$ cat config.mk
export PLATFORM = sky130hd
export DESIGN_NAME = ctrl_pipe
export DESIGN_NICKNAME = d
export VERILOG_FILES = /design/src/rtl/ctrl_pipe.sv
export SDC_FILE = /design/constraint.sdc
export NUM_CORES = 1
export LEC_CHECK = 0
export CORE_UTILIZATION = 45
export CTS_CLUSTER_DIAMETER = 200
export DETAILED_ROUTE_END_ITERATION = 7
export HOLD_SLACK_MARGIN = 0.08
export PLACE_DENSITY_LB_ADDON = 0.2
export SKIP_CTS_REPAIR_TIMING = 1
export SLEW_MARGIN = 5
export SYNTH_ARGS = -nofsm -noshare
export SYNTH_HDL_FRONTEND = slang
export SYNTH_SLANG_ARGS = --single-unit
$ cat constraint.sdc
create_clock -name clk -period 2.91 [get_ports clk]
set_input_delay 0.582 -clock clk [delete_from_list [all_inputs] [get_ports clk]]
set_output_delay 0.582 -clock clk [all_outputs]
set_load 0.005 [all_outputs]
$ cat src/rtl/ctrl_pipe.sv
`default_nettype none
// ============================================================================
// Module   : ctrl_pipe
// Purpose  : Pipelined main control for a 5-stage MIPS core. Decodes the ID
//            opcode, carries EX/M/WB control through ID/EX, EX/MEM, MEM/WB,
//            and handles load-use stalls, branch flushes and illegal opcodes.
// Revision : 1.0 - initial release
// ============================================================================
module ctrl_pipe #(
    parameter int OPCODE_WIDTH   = 6,
    parameter int REG_ADDR_WIDTH = 5,
    parameter int BR_STAGE       = 2,
    parameter int CNT_WIDTH      = 16
) (
    input  logic                      clk,
    input  logic                      rst_n,
    input  logic                      id_valid,
    input  logic [OPCODE_WIDTH-1:0]   id_opcode,
    input  logic [REG_ADDR_WIDTH-1:0] id_rs,
    input  logic [REG_ADDR_WIDTH-1:0] id_rt,
    input  logic                      br_taken,
    output logic                      stall,
    output logic                      flush_ifid,
    output logic                      ex_valid,
    output logic                      ex_reg_dst,
    output logic                      ex_alu_src,
    output logic [1:0]                ex_alu_op,
    output logic [REG_ADDR_WIDTH-1:0] ex_rt,
    output logic                      mem_valid,
    output logic                      mem_branch,
    output logic                      mem_read,
    output logic                      mem_write,
    output logic                      wb_valid,
    output logic                      wb_reg_src,
    output logic                      wb_reg_write,
    output logic                      illegal_op,
    output logic [CNT_WIDTH-1:0]      stall_cnt,
    output logic [CNT_WIDTH-1:0]      flush_cnt
);

    localparam logic [OPCODE_WIDTH-1:0] c_OP_RTYPE = OPCODE_WIDTH'('h00);
    localparam logic [OPCODE_WIDTH-1:0] c_OP_LW    = OPCODE_WIDTH'('h23);
    localparam logic [OPCODE_WIDTH-1:0] c_OP_SW    = OPCODE_WIDTH'('h2B);
    localparam logic [OPCODE_WIDTH-1:0] c_OP_BEQ   = OPCODE_WIDTH'('h04);
    localparam logic [OPCODE_WIDTH-1:0] c_OP_ADDI  = OPCODE_WIDTH'('h08);

    typedef struct packed {
        logic       valid;
        logic       reg_dst;
        logic       alu_src;
        logic [1:0] alu_op;
        logic       branch;
        logic       mem_read;
        logic       mem_write;
        logic       reg_src;
        logic       reg_write;
    } ex_ctrl_t;

    typedef struct packed {
        logic valid;
        logic branch;
        logic mem_read;
        logic mem_write;
        logic reg_src;
        logic reg_write;
    } mem_ctrl_t;

    typedef struct packed {
        logic valid;
        logic reg_src;
        logic reg_write;
    } wb_ctrl_t;

    ex_ctrl_t                  ex_q,  ex_d;
    logic [REG_ADDR_WIDTH-1:0] ex_rt_q, ex_rt_d;
    mem_ctrl_t                 mem_q, mem_d;
    wb_ctrl_t                  wb_q,  wb_d;
    logic                      illegal_q, illegal_d;
    logic [CNT_WIDTH-1:0]      stall_cnt_q, stall_cnt_d;
    logic [CNT_WIDTH-1:0]      flush_cnt_q, flush_cnt_d;

    ex_ctrl_t w_dec;
    logic     w_legal;
    logic     w_uses_rt;
    logic     w_load_use;
    logic     w_stall;

    always_comb begin
        w_dec     = '0;
        w_legal   = 1'b1;
        w_uses_rt = 1'b0;
        case (id_opcode)
            c_OP_RTYPE: begin
                w_dec.reg_dst   = 1'b1;
                w_dec.alu_op    = 2'b10;
                w_dec.reg_write = 1'b1;
                w_uses_rt       = 1'b1;
            end
            c_OP_LW: begin
                w_dec.alu_src   = 1'b1;
                w_dec.mem_read  = 1'b1;
                w_dec.reg_src   = 1'b1;
                w_dec.reg_write = 1'b1;
            end
            c_OP_SW: begin
                w_dec.alu_src   = 1'b1;
                w_dec.mem_write = 1'b1;
                w_uses_rt       = 1'b1;
            end
            c_OP_BEQ: begin
                w_dec.alu_op    = 2'b01;
                w_dec.branch    = 1'b1;
                w_uses_rt       = 1'b1;
            end
            c_OP_ADDI: begin
                w_dec.alu_src   = 1'b1;
                w_dec.reg_write = 1'b1;
            end
            default: w_legal = 1'b0;
        endcase
        w_dec.valid = 1'b1;
    end

    // rt is only a true source for RTYPE, SW and BEQ; for LW/ADDI it is the destination.
    always_comb begin
        w_load_use = ex_q.valid && ex_q.mem_read && id_valid &&
                     (ex_rt_q != '0) &&
                     ((ex_rt_q == id_rs) || ((ex_rt_q == id_rt) && w_uses_rt));
        w_stall    = w_load_use && !br_taken;
    end

    always_comb begin
        ex_d    = '0;
        ex_rt_d = '0;
        if (id_valid && w_legal && !w_load_use && !br_taken) begin
            ex_d    = w_dec;
            ex_rt_d = id_rt;
        end
    end

    generate
        if (BR_STAGE == 2) begin : g_br_mem
            // Branch resolves in MEM, so the younger instruction in EX is wrong-path too.
            always_comb begin
                mem_d = '0;
                if (!br_taken) begin
                    mem_d = '{valid: ex_q.valid, branch: ex_q.branch,
                              mem_read: ex_q.mem_read, mem_write: ex_q.mem_write,
                              reg_src: ex_q.reg_src, reg_write: ex_q.reg_write};
                end
            end
        end else begin : g_br_ex
            always_comb begin
                mem_d = '{valid: ex_q.valid, branch: ex_q.branch,
                          mem_read: ex_q.mem_read, mem_write: ex_q.mem_write,
                          reg_src: ex_q.reg_src, reg_write: ex_q.reg_write};
            end
        end
    endgenerate

    always_comb begin
        wb_d        = '{valid: mem_q.valid, reg_src: mem_q.reg_src,
                        reg_write: mem_q.reg_write};
        illegal_d   = illegal_q || (id_valid && !w_legal);
        stall_cnt_d = stall_cnt_q;
        flush_cnt_d = flush_cnt_q;
        if (w_stall && (stall_cnt_q != '1)) begin
            stall_cnt_d = stall_cnt_q + CNT_WIDTH'(1);
        end
        if (br_taken && (flush_cnt_q != '1)) begin
            flush_cnt_d = flush_cnt_q + CNT_WIDTH'(1);
        end
    end

    always_ff @(posedge clk) begin
        if (!rst_n) begin
            ex_q        <= '0;
            ex_rt_q     <= '0;
            mem_q       <= '0;
            wb_q        <= '0;
            illegal_q   <= 1'b0;
            stall_cnt_q <= '0;
            flush_cnt_q <= '0;
        end else begin
            ex_q        <= ex_d;
            ex_rt_q     <= ex_rt_d;
            mem_q       <= mem_d;
            wb_q        <= wb_d;
            illegal_q   <= illegal_d;
            stall_cnt_q <= stall_cnt_d;
            flush_cnt_q <= flush_cnt_d;
        end
    end

    assign stall        = w_stall;
    assign flush_ifid   = br_taken;
    assign ex_valid     = ex_q.valid;
    assign ex_reg_dst   = ex_q.reg_dst;
    assign ex_alu_src   = ex_q.alu_src;
    assign ex_alu_op    = ex_q.alu_op;
    assign ex_rt        = ex_rt_q;
    assign mem_valid    = mem_q.valid;
    assign mem_branch   = mem_q.branch;
    assign mem_read     = mem_q.mem_read;
    assign mem_write    = mem_q.mem_write;
    assign wb_valid     = wb_q.valid;
    assign wb_reg_src   = wb_q.reg_src;
    assign wb_reg_write = wb_q.reg_write;
    assign illegal_op   = illegal_q;
    assign stall_cnt    = stall_cnt_q;
    assign flush_cnt    = flush_cnt_q;

endmodule
`default_nettype wire
# Word level (Yosys, flattened, before mapping)
# Index checks and enable logic that the tools add are counted.
dict set report totals {
  latchBits 0
  mem_count 0
  output_inout_bits 52
  word_cells 66
  mem_bits_rw 0
  input_bits 20
  mem_bits_ro 0
  ff_bits 55
}
dict set report op_classes {
  muxes 10
  shift 0
  div_mod_pow 0
  addsub 2
  order_cmp 0
  reduce_logical 25
  n_mul 0
  bitwise 1
  eq_ne 8
}
# op count
set op_table {}
lappend op_table {{adder 16 x 1 -> 16 bit, second input constant} 2}
lappend op_table {{!= test 16 bit, second input constant} 2}
lappend op_table {{== test 6 bit, second input constant} 2}
lappend op_table {{logical AND 1 bit} 12}
lappend op_table {{== test 5 bit} 2}
lappend op_table {{two-way mux 10 bit} 1}
lappend op_table {{OR reduction 3 bit} 3}
lappend op_table {{two-way mux 1 bit} 8}
lappend op_table {{== test 6 x 3 -> 1 bit, second input constant} 1}
lappend op_table {{== test 6 x 4 -> 1 bit, second input constant} 1}
lappend op_table {{zero test 6 bit} 1}
lappend op_table {{nonzero test 5 bit} 1}
lappend op_table {{OR reduction 5 bit} 1}
lappend op_table {{case mux 2 bit (2 select lines)} 1}
lappend op_table {{zero test 1 bit} 3}
lappend op_table {{logical OR 1 bit} 2}
lappend op_table {{AND reduction 2 bit} 1}
lappend op_table {{OR reduction 2 bit} 1}
lappend op_table {{NOT 1 bit} 1}

# Depth between registers and ports, before layout
# Gate-level depths: netlist of run 1.
dict set report depth {
  word_depth 10
  ltp_mapped 7
}

# Worst setup path before layout of run 1
# OpenSTA, ideal clock, no wires.
dict set report synth_path {
  path_type {input to register}
  from {in id_valid}
  to {reg stall_cnt_q[8] (netlist: stall_cnt[8])}
  arrival_time_ps 2190
  setup_time_ps 71
  required_ps 2839
  path_buffers 0
  stages 6
  path_slack_ps 649
  path_cell_list {nand3_1 -> a211o_1 -> or4b_1 -> o31a_2 -> or4_1 -> a21oi_1}
}
dict set report synth_between {
  elab_chain_cells 5
}
# item line
set synth_rtl {}
lappend synth_rtl {{start: declaration} 17} ;# input logic id_valid,
lappend synth_rtl {{logical AND 1 bit (2 in series)} 126} ;# w_load_use = ex_q.valid && ex_q.mem_read && id_valid &&
lappend synth_rtl {{logical AND 1 bit} 127} ;# (ex_rt_q != '0) &&
lappend synth_rtl {{logical AND 1 bit} 129} ;# w_stall = w_load_use && !br_taken;
lappend synth_rtl {{logical AND 1 bit} 167} ;# if (w_stall && (stall_cnt_q != '1)) begin
lappend synth_rtl {{end signal: assignment} 190} ;# stall_cnt_q <= stall_cnt_d;
lappend synth_rtl {{end: declaration} 79} ;# logic [CNT_WIDTH-1:0] stall_cnt_q, stall_cnt_d;
# Every way passes these cells.
# A chain may end at the register's enable or synchronous reset.

# Worst setup path after layout of run 1
dict set report layout_path {
  from {in id_rt[4]}
  to {out stall}
}
dict set report layout_between {
  elab_chain_cells 5
}
# item line
set layout_rtl {}
lappend layout_rtl {{start: declaration} 20} ;# input logic [REG_ADDR_WIDTH-1:0] id_rt,
lappend layout_rtl {{== test 5 bit} 128} ;# ((ex_rt_q == id_rs) || ((ex_rt_q == id_rt) && w_uses_rt));
lappend layout_rtl {{logical AND 1 bit} 128}
lappend layout_rtl {{logical OR 1 bit} 128}
lappend layout_rtl {{logical AND 1 bit} 127}
lappend layout_rtl {{logical AND 1 bit} 129}
lappend layout_rtl {{end: declaration} 22} ;# output logic stall,
# Every way passes these cells.

==> results of run 1 <==
kinds of logic (layout without fill, tap and decap cells):
family                   after synthesis  after routing  share of synthesized area (%)
buffers and inverters                 19             98                          3.808
AO/OA/AOI/OAI                         43             43                          10.90
multiplexers                           3              3                          1.252
flip-flops                            54             54                          45.07
adder cells (fa/ha/maj)                2              2                          1.043
AND/OR/NAND/NOR                      130            130                          30.26
XOR/XNOR                              21             21                          7.668
per-layer routing:
| layer | wire [µm] | share of wire [%] | vias up | global-route usage (%) |
|---|---|---|---|---|
| met4 | 67 | 1.2 | 0 | 5.031 |
| met5 | 0 | 0 | - | 0 |
| li1 | - | - | 1127 | - |
| met3 | 205 | 3.6 | 8 | 3.882 |
| met1 | 2599 | 45 | 1040 | 28.24 |
| met2 | 2872 | 50 | 47 | 37.64 |
registers in the layout, indices dropped and copies added, names as in the netlist:
| signal | count |
|---|---|
| flush_cnt | 16 |
| mem_q | 2 |
| ex_rt | 5 |
| wb_valid | 1 |
| illegal_op | 1 |
| wb_reg_write | 1 |
| ex_valid | 1 |
| mem_branch | 1 |
| ex_alu_src | 1 |
| stall_cnt | 16 |
| ex_alu_op | 1 |
| mem_valid | 1 |
| ex_q | 4 |
| wb_reg_src | 1 |
| mem_write | 1 |
| ex_reg_dst | 1 |
layout make-up:
class                           count  area, µm²  area share, %
Timing Repair Buffer               84      810.8          24.25
Tap cell                           70      87.58          2.620
Sequential cell                    54       1081          32.34
Clock buffer                        8      110.1          3.293
Inverter                            6      22.52         0.6737
Multi-Input combinational cell    199       1231          36.83
power by group:
group	leakage, nW	switching, mW	internal, mW
registers	0.435	0.00499	0.743
clock network	0.0575	0.231	0.241
logic	0.725	0.0378	0.0492
path summary, 6_finish.rpt:
| path | start | to | slack [ns] |
|---|---|---|---|
| worst min register to register | mem_q[0] | wb_reg_write | 0.44 |
| worst min-delay path | mem_q[0] | wb_reg_write | 0.44 |
| worst max register to register | ex_rt[0] | stall_cnt[6] | 0.61 |
| worst max-delay path | id_rt[4] | stall | 0.22 |
stage by stage:
stage | util, % | setup TNS [ns] | power [mW] | worst slack (ns)
3_3_place_gp | 63.16 | -0.1162 | 0.8500 | -0.1162
6_report | 65.46 | 0 | 1.307 | 0.2237
4_1_cts | 65.31 | -0.1897 | 1.317 | -0.1897
3_5_place_dp | 63.16 | -0.1498 | 0.8511 | -0.1498
5_1_grt | 65.46 | 0 | 1.359 | 0.09704
2_1_floorplan | - | 0 | 0.7961 | 0.6487
cells in the mapped netlist, types with 9 or more instances:
library cell	number
or3_1	12
nand4_1	13
xnor2_1	10
o21ai_0	12
nor3_1	9
nor2_1	21
nand2_1	19
and2_1	10
and3_1	12
xor2_1	11
a21oi_1	17
nand3_1	11
dfxtp_1	54
layout by cell type, fill, tap and decap left out, types with 12 or more instances in the layout:
cell type,Yosys,layout
nor2_1,21,21
clkdlybuf4s50_1,0,70
nand4_1,13,13
dfxtp_1,54,54
a21oi_1,17,17
buf_4,3,13
o21ai_0,12,12
nand2_1,19,19
and3_1,12,12
==> impl_results.md, run 1 <==
- Iteration-0 DRC Markers: 146
- Minimum clock period: 2.686 ns
- Seq cells post-synth: 54
- Worst-Skew Late Latency: roughly 0.30 ns
- Post-Layout Cell Count: 421
- Layout cell share with drive strength beyond 1: 7.123%
- Pin count of the biggest net entering global routing: 27
- Drt pass-1 iters: 4
- CP Buf/Inv Count: 2
- Top cell type's share of synthesized area: 45.07%
- CP max stage cell: clkdlybuf4s50_1
- Normalized max-slew margin: 61.08%
- Ant diodes: 0
- CP Capture Type: output pin
- Layout Nets: between 300 and 400
- Detailed Place HPWL: approximately 4300 µm
- Worst hold margin: roughly 0.44 ns
- Max incr delay on CP: 0.50 ns
- Async S/R FF share, synth: 0%
- Num ports: 72
- Antenna violations before repair: 0
- Fillers: 473
- Yosys cell types: 45
- Area leader, netlist: dfxtp_1
- Gr usage total: 21.74%
- WL/cell: 13.65 µm
- Total clock buffers created by CTS: 5
- TritonCTS clock tree: done
- Final instance area: 3343 µm²
- Crit path kind: input port to output pin
- DIE WIDTH: 75.01 µm
- First-pass GRT wire length: about 9400 µm
- Longest Clk Path Bufs: 2
- Max-cap violations: 0
- Static leakage: around 1.2 nW
- CP Max Fanout: 2
- Worst Skew: 0.004769 ns
- Critical Path AT: 2.10 ns
- Top post-synthesis cells by area: dfxtp_1 45%, xor2_1 4.0%, xnor2_1 3.7%
- Cells after Synth: roughly 270
- Area grow syn2layout: 39.38%
- Clk sinks: between 50 and 60
- Outcome: finished clean
- Max Transition Viols Final: 0
- Hold Vio Cnt, Final: 0
- RSZ-0062 raised after global routing: no
- DR vias: 2222
- Rows: 26
- Maximum VDD drop: 0.4362 mV
- Initial Util: 46.96%
- CP Launch Type: input port
- Max Freq: 0.3723 GHz
- Synthesized Nets: 294
- Hold Path Class: flip-flop to flip-flop
- Post-route DRC: 0
- Pin slew with the least headroom to its limit: 0.5793 ns
- Dpl cell area: 3226 µm²
- Worst endpoint required time: 2.33 ns
- Gr ovfl total: 0
- Core ar.: 5107 µm²
- Die outline height: 75.01 µm
- Hold path depth: 1
- Synthesis Warnings: 0
- CP cell instances: clkdlybuf4s50_1 -> xnor2_1 -> nand4_1 -> or3_4 -> a2bb2oi_1 -> nor2_1 -> dlymetal6s2s_1
- Buffers added on ports: 71
- Placed insts: 413
- Power density cells: 390.9 nW/µm²
- Final setup violation count: 0
- Die area: between 5000 and 6000 µm²
- Mapped Area: ~2400 µm²
- Post-Route WL: 5745 µm
- Final Cycle Share: 92.31%
- R2R cell count: 7
- Worst-path clk slew: 0.09 ns
- Post-synth EDFFs: 0
- Final ANT Viol Nets: 0
- Final GP Congestion: 0.7865
- Clock Root Buffer: clkbuf_8
- Number of global-route vias before repair: 2072
- Family with the most delay on the worst path: buffers and inverters
- DR vias/cell: 5.278
- Register area share after synthesis: 45.07%
- Critical path depth: 7
- Mean Syn Cell Area: a little under 9 µm²
- Dominant synthesized flop cell: dfxtp_1
- H-tree depth: 2
Power figures use the tool's default switching activity.
==> run 2, diff against run 1 <==
--- a/config.mk
+++ b/config.mk
@@ -10,7 +10,6 @@
 export DETAILED_ROUTE_END_ITERATION = 7
 export HOLD_SLACK_MARGIN = 0.08
 export PLACE_DENSITY_LB_ADDON = 0.2
-export SKIP_CTS_REPAIR_TIMING = 1
 export SLEW_MARGIN = 5
 export SYNTH_ARGS = -nofsm -noshare
 export SYNTH_HDL_FRONTEND = slang
==> run 2 against run 1 <==
Die area stayed put. Maximum frequency shrank 3.9%. Combinational power rose by 0.8%. Clock power about the same. Via count rose by 0.50%. Critical path depth is the same. Final area up 0.11%.
==> impl_results.md, run 2 (synthesis results as in run 1) <==
- Minimum clock period: 2.796 ns (was 2.686 ns)
- Worst-Skew Late Latency: 0.30 ns (about the same)
- Fin util: 65.53% (was 65.46%)
- Met1 Usage GRT: 28.32% (was 28.24%)
- Max Transition Viols Final: 0 (unchanged)
- Post-route DRC: 0 (unchanged)
- Core ar.: 5107 µm² (unchanged)
- CP Launch Type: input port (unchanged)
- Rows: 26 (unchanged)
- Final GP Congestion: 0.7865 (unchanged)
- Post-Route WL: 5754 µm (was 5745 µm)
- Worst Skew: 0.004765 ns (was 0.004769 ns)
- CP Max Fanout: 2 (unchanged)
- CP Capture Type: output pin (unchanged)
- Power density cells: 390.7 nW/µm² (was 390.9 nW/µm²)
- First-pass GRT wire length: 9459 µm (was 9418 µm)
- Final ANT Viol Nets: 0 (unchanged)
- Num ports: 72 (unchanged)
- DR vias: 2233 (was 2222)
- Hold Path Class: flip-flop to flip-flop (unchanged)
- Die area: 5626 µm² (unchanged)
- CTS hold repair buffers: 0
- Maximum VDD drop: 0.4361 mV (was 0.4362 mV)
- Gr ovfl total: 0 (unchanged)
- Total clock buffers created by CTS: 5 (unchanged)
- Final Cycle Share: 96.07% (was 92.31%)
- Post-Layout Cell Count: 421 (unchanged)
- CP cell instances: clkdlybuf4s50_1 -> xnor2_1 -> nand4_1 -> or3_4 -> a2bb2oi_1 -> nor2_1 -> dlygate4sd2_1 (was clkdlybuf4s50_1 -> xnor2_1 -> nand4_1 -> or3_4 -> a2bb2oi_1 -> nor2_1 -> dlymetal6s2s_1)
- Initial Util: 46.96% (unchanged)
- Fillers: 474 (was 473)
- Normalized max-slew margin: 60.76% (was 61.08%)
- Met3 Usage GRT: 3.882% (unchanged)
- Area grow syn2layout: 39.54% (was 39.38%)
- Buffers added on ports: 71 (unchanged)
- Hold Vio Cnt, Final: 0 (unchanged)
- Ant diodes: 0 (unchanged)
- Layout cell share with drive strength beyond 1: 7.407% (was 7.123%)
- Antenna violations before repair: 0 (unchanged)
- Clock Root Buffer: clkbuf_8 (unchanged)
- Most common cell after layout, fill and taps aside: clkdlybuf4s50_1 (unchanged)
- H-tree depth: 2 (unchanged)
- Static leakage: 1.209 nW (was 1.218 nW)
- DIE WIDTH: 75.01 µm (unchanged)
- Total Power: 1.308 mW (was 1.307 mW)
- Worst-path clk slew: 0.09 ns (about the same)
- Placed insts: 413 (unchanged)
- Pin count of the biggest net entering global routing: 27 (unchanged)
- CP max stage cell: clkdlybuf4s50_1 (unchanged)
- Gr usage total: 21.83% (was 21.74%)
- Detailed Place HPWL: 4281 µm (unchanged)
- Max-cap violations: 0 (unchanged)
- Longest Clk Path Bufs: 2 (unchanged)
- WL/cell: 13.67 µm (was 13.65 µm)
- TritonCTS clock tree: done (unchanged)
- Max incr delay on CP: 0.50 ns (about the same)
- Outcome: finished clean (unchanged)
- Top Usage Layer GRT: met2 (unchanged)
- Layout Nets: 372 (unchanged)
- GR Util met2: 37.84% (was 37.64%)
- Iteration-0 DRC Markers: 147 (was 146)
- Drt pass-1 iters: 4 (unchanged)
- Crit path kind: input port to output pin (unchanged)
- Number of global-route vias before repair: 2077 (was 2072)
- Worst endpoint required time: 2.33 ns (about the same)
- Clk sinks: 54 (unchanged)
- Pin slew with the least headroom to its limit: 0.5841 ns (was 0.5793 ns)
- Max Freq: 0.3577 GHz (was 0.3723 GHz)
- Die outline height: 75.01 µm (unchanged)
- DR vias/cell: 5.304 (was 5.278)
- Final setup violation count: 0 (unchanged)
- Highest-count cells in the layout ignoring fill and taps: 70 x clkdlybuf4s50_1, 54 x dfxtp_1, 21 x nor2_1, 19 x nand2_1, 17 x a21oi_1 (unchanged)
- Critical Path AT: 2.21 ns (was 2.10 ns)
==> run 2: changes by cell type in the layout (fill, tap and decap cells not counted) <==
cell	previous run	this run
dlygate4sd2_1	0	1
dlymetal6s2s_1	1	0
xnor2_1	10	9
xnor2_2	0	1
==> run 2: metrics by stage <==
step	cell area, µm²	hold slack, ns	setup TNS [ns]	setup WS [ns]
global route	3347	0.4488	-0.0006197	-0.0006197
global placement	3226	0.4201	-0.1162	-0.1162
CTS	3339	0.4472	0	0.09115
finish	3347	0.4450	0	0.1144
floorplan	2399	0.4119	0	0.6487
detailed placement	3226	0.4189	-0.1498	-0.1498
==> run 2: power breakdown <==
| group | internal (mW) | switching, mW |
|---|---|---|
| registers | 0.743 | 0.00501 |
| logic | 0.0497 | 0.0381 |
| clock network | 0.241 | 0.231 |
| total | 1.03 | 0.275 |
==> run 2: worst max-delay path, delay by kind of cell <==
family / cells / cell delay [ns]
compound gates: 1 / 0.16
xor+xnor: 1 / 0.13
buf+inv: 2 / 0.74
simple gates: 3 / 0.60
==> run 2: path summary, 6_finish.rpt <==
check             startpoint            to  slack [ns]  depth (start not counted)
setup / recovery    id_rt[4]         stall        0.11                          7
setup reg to reg    ex_rt[2]  stall_cnt[6]        0.61                          7
hold reg to reg     mem_q[0]  wb_reg_write        0.44                          1
hold / removal      mem_q[0]  wb_reg_write        0.44                          1
==> run 2: cell type report <==
cell class	count	area, µm²	area share (%)
Sequential cell	54	1081	32.30
Clock buffer	8	110.1	3.290
Multi-Input combinational cell	199	1239	37.01
Tap cell	70	87.58	2.617
Inverter	6	22.52	0.6729
Timing Repair Buffer	84	807.0	24.11
==> run 2: what timing repair did <==
item,4_1_cts,5_1_grt
hold endpoints to repair,0,0
setup buffers,0,0
resized for setup,2,1
pin swaps,0,1
setup endpoints to repair,1,1
==> run 2: layer usage <==
metal  vias to the layer above  wire [µm]
met2                        45       2872
met5                         -          0
met4                         0         66
met1                      1050       2611
li1                       1130          -
met3                         8        204
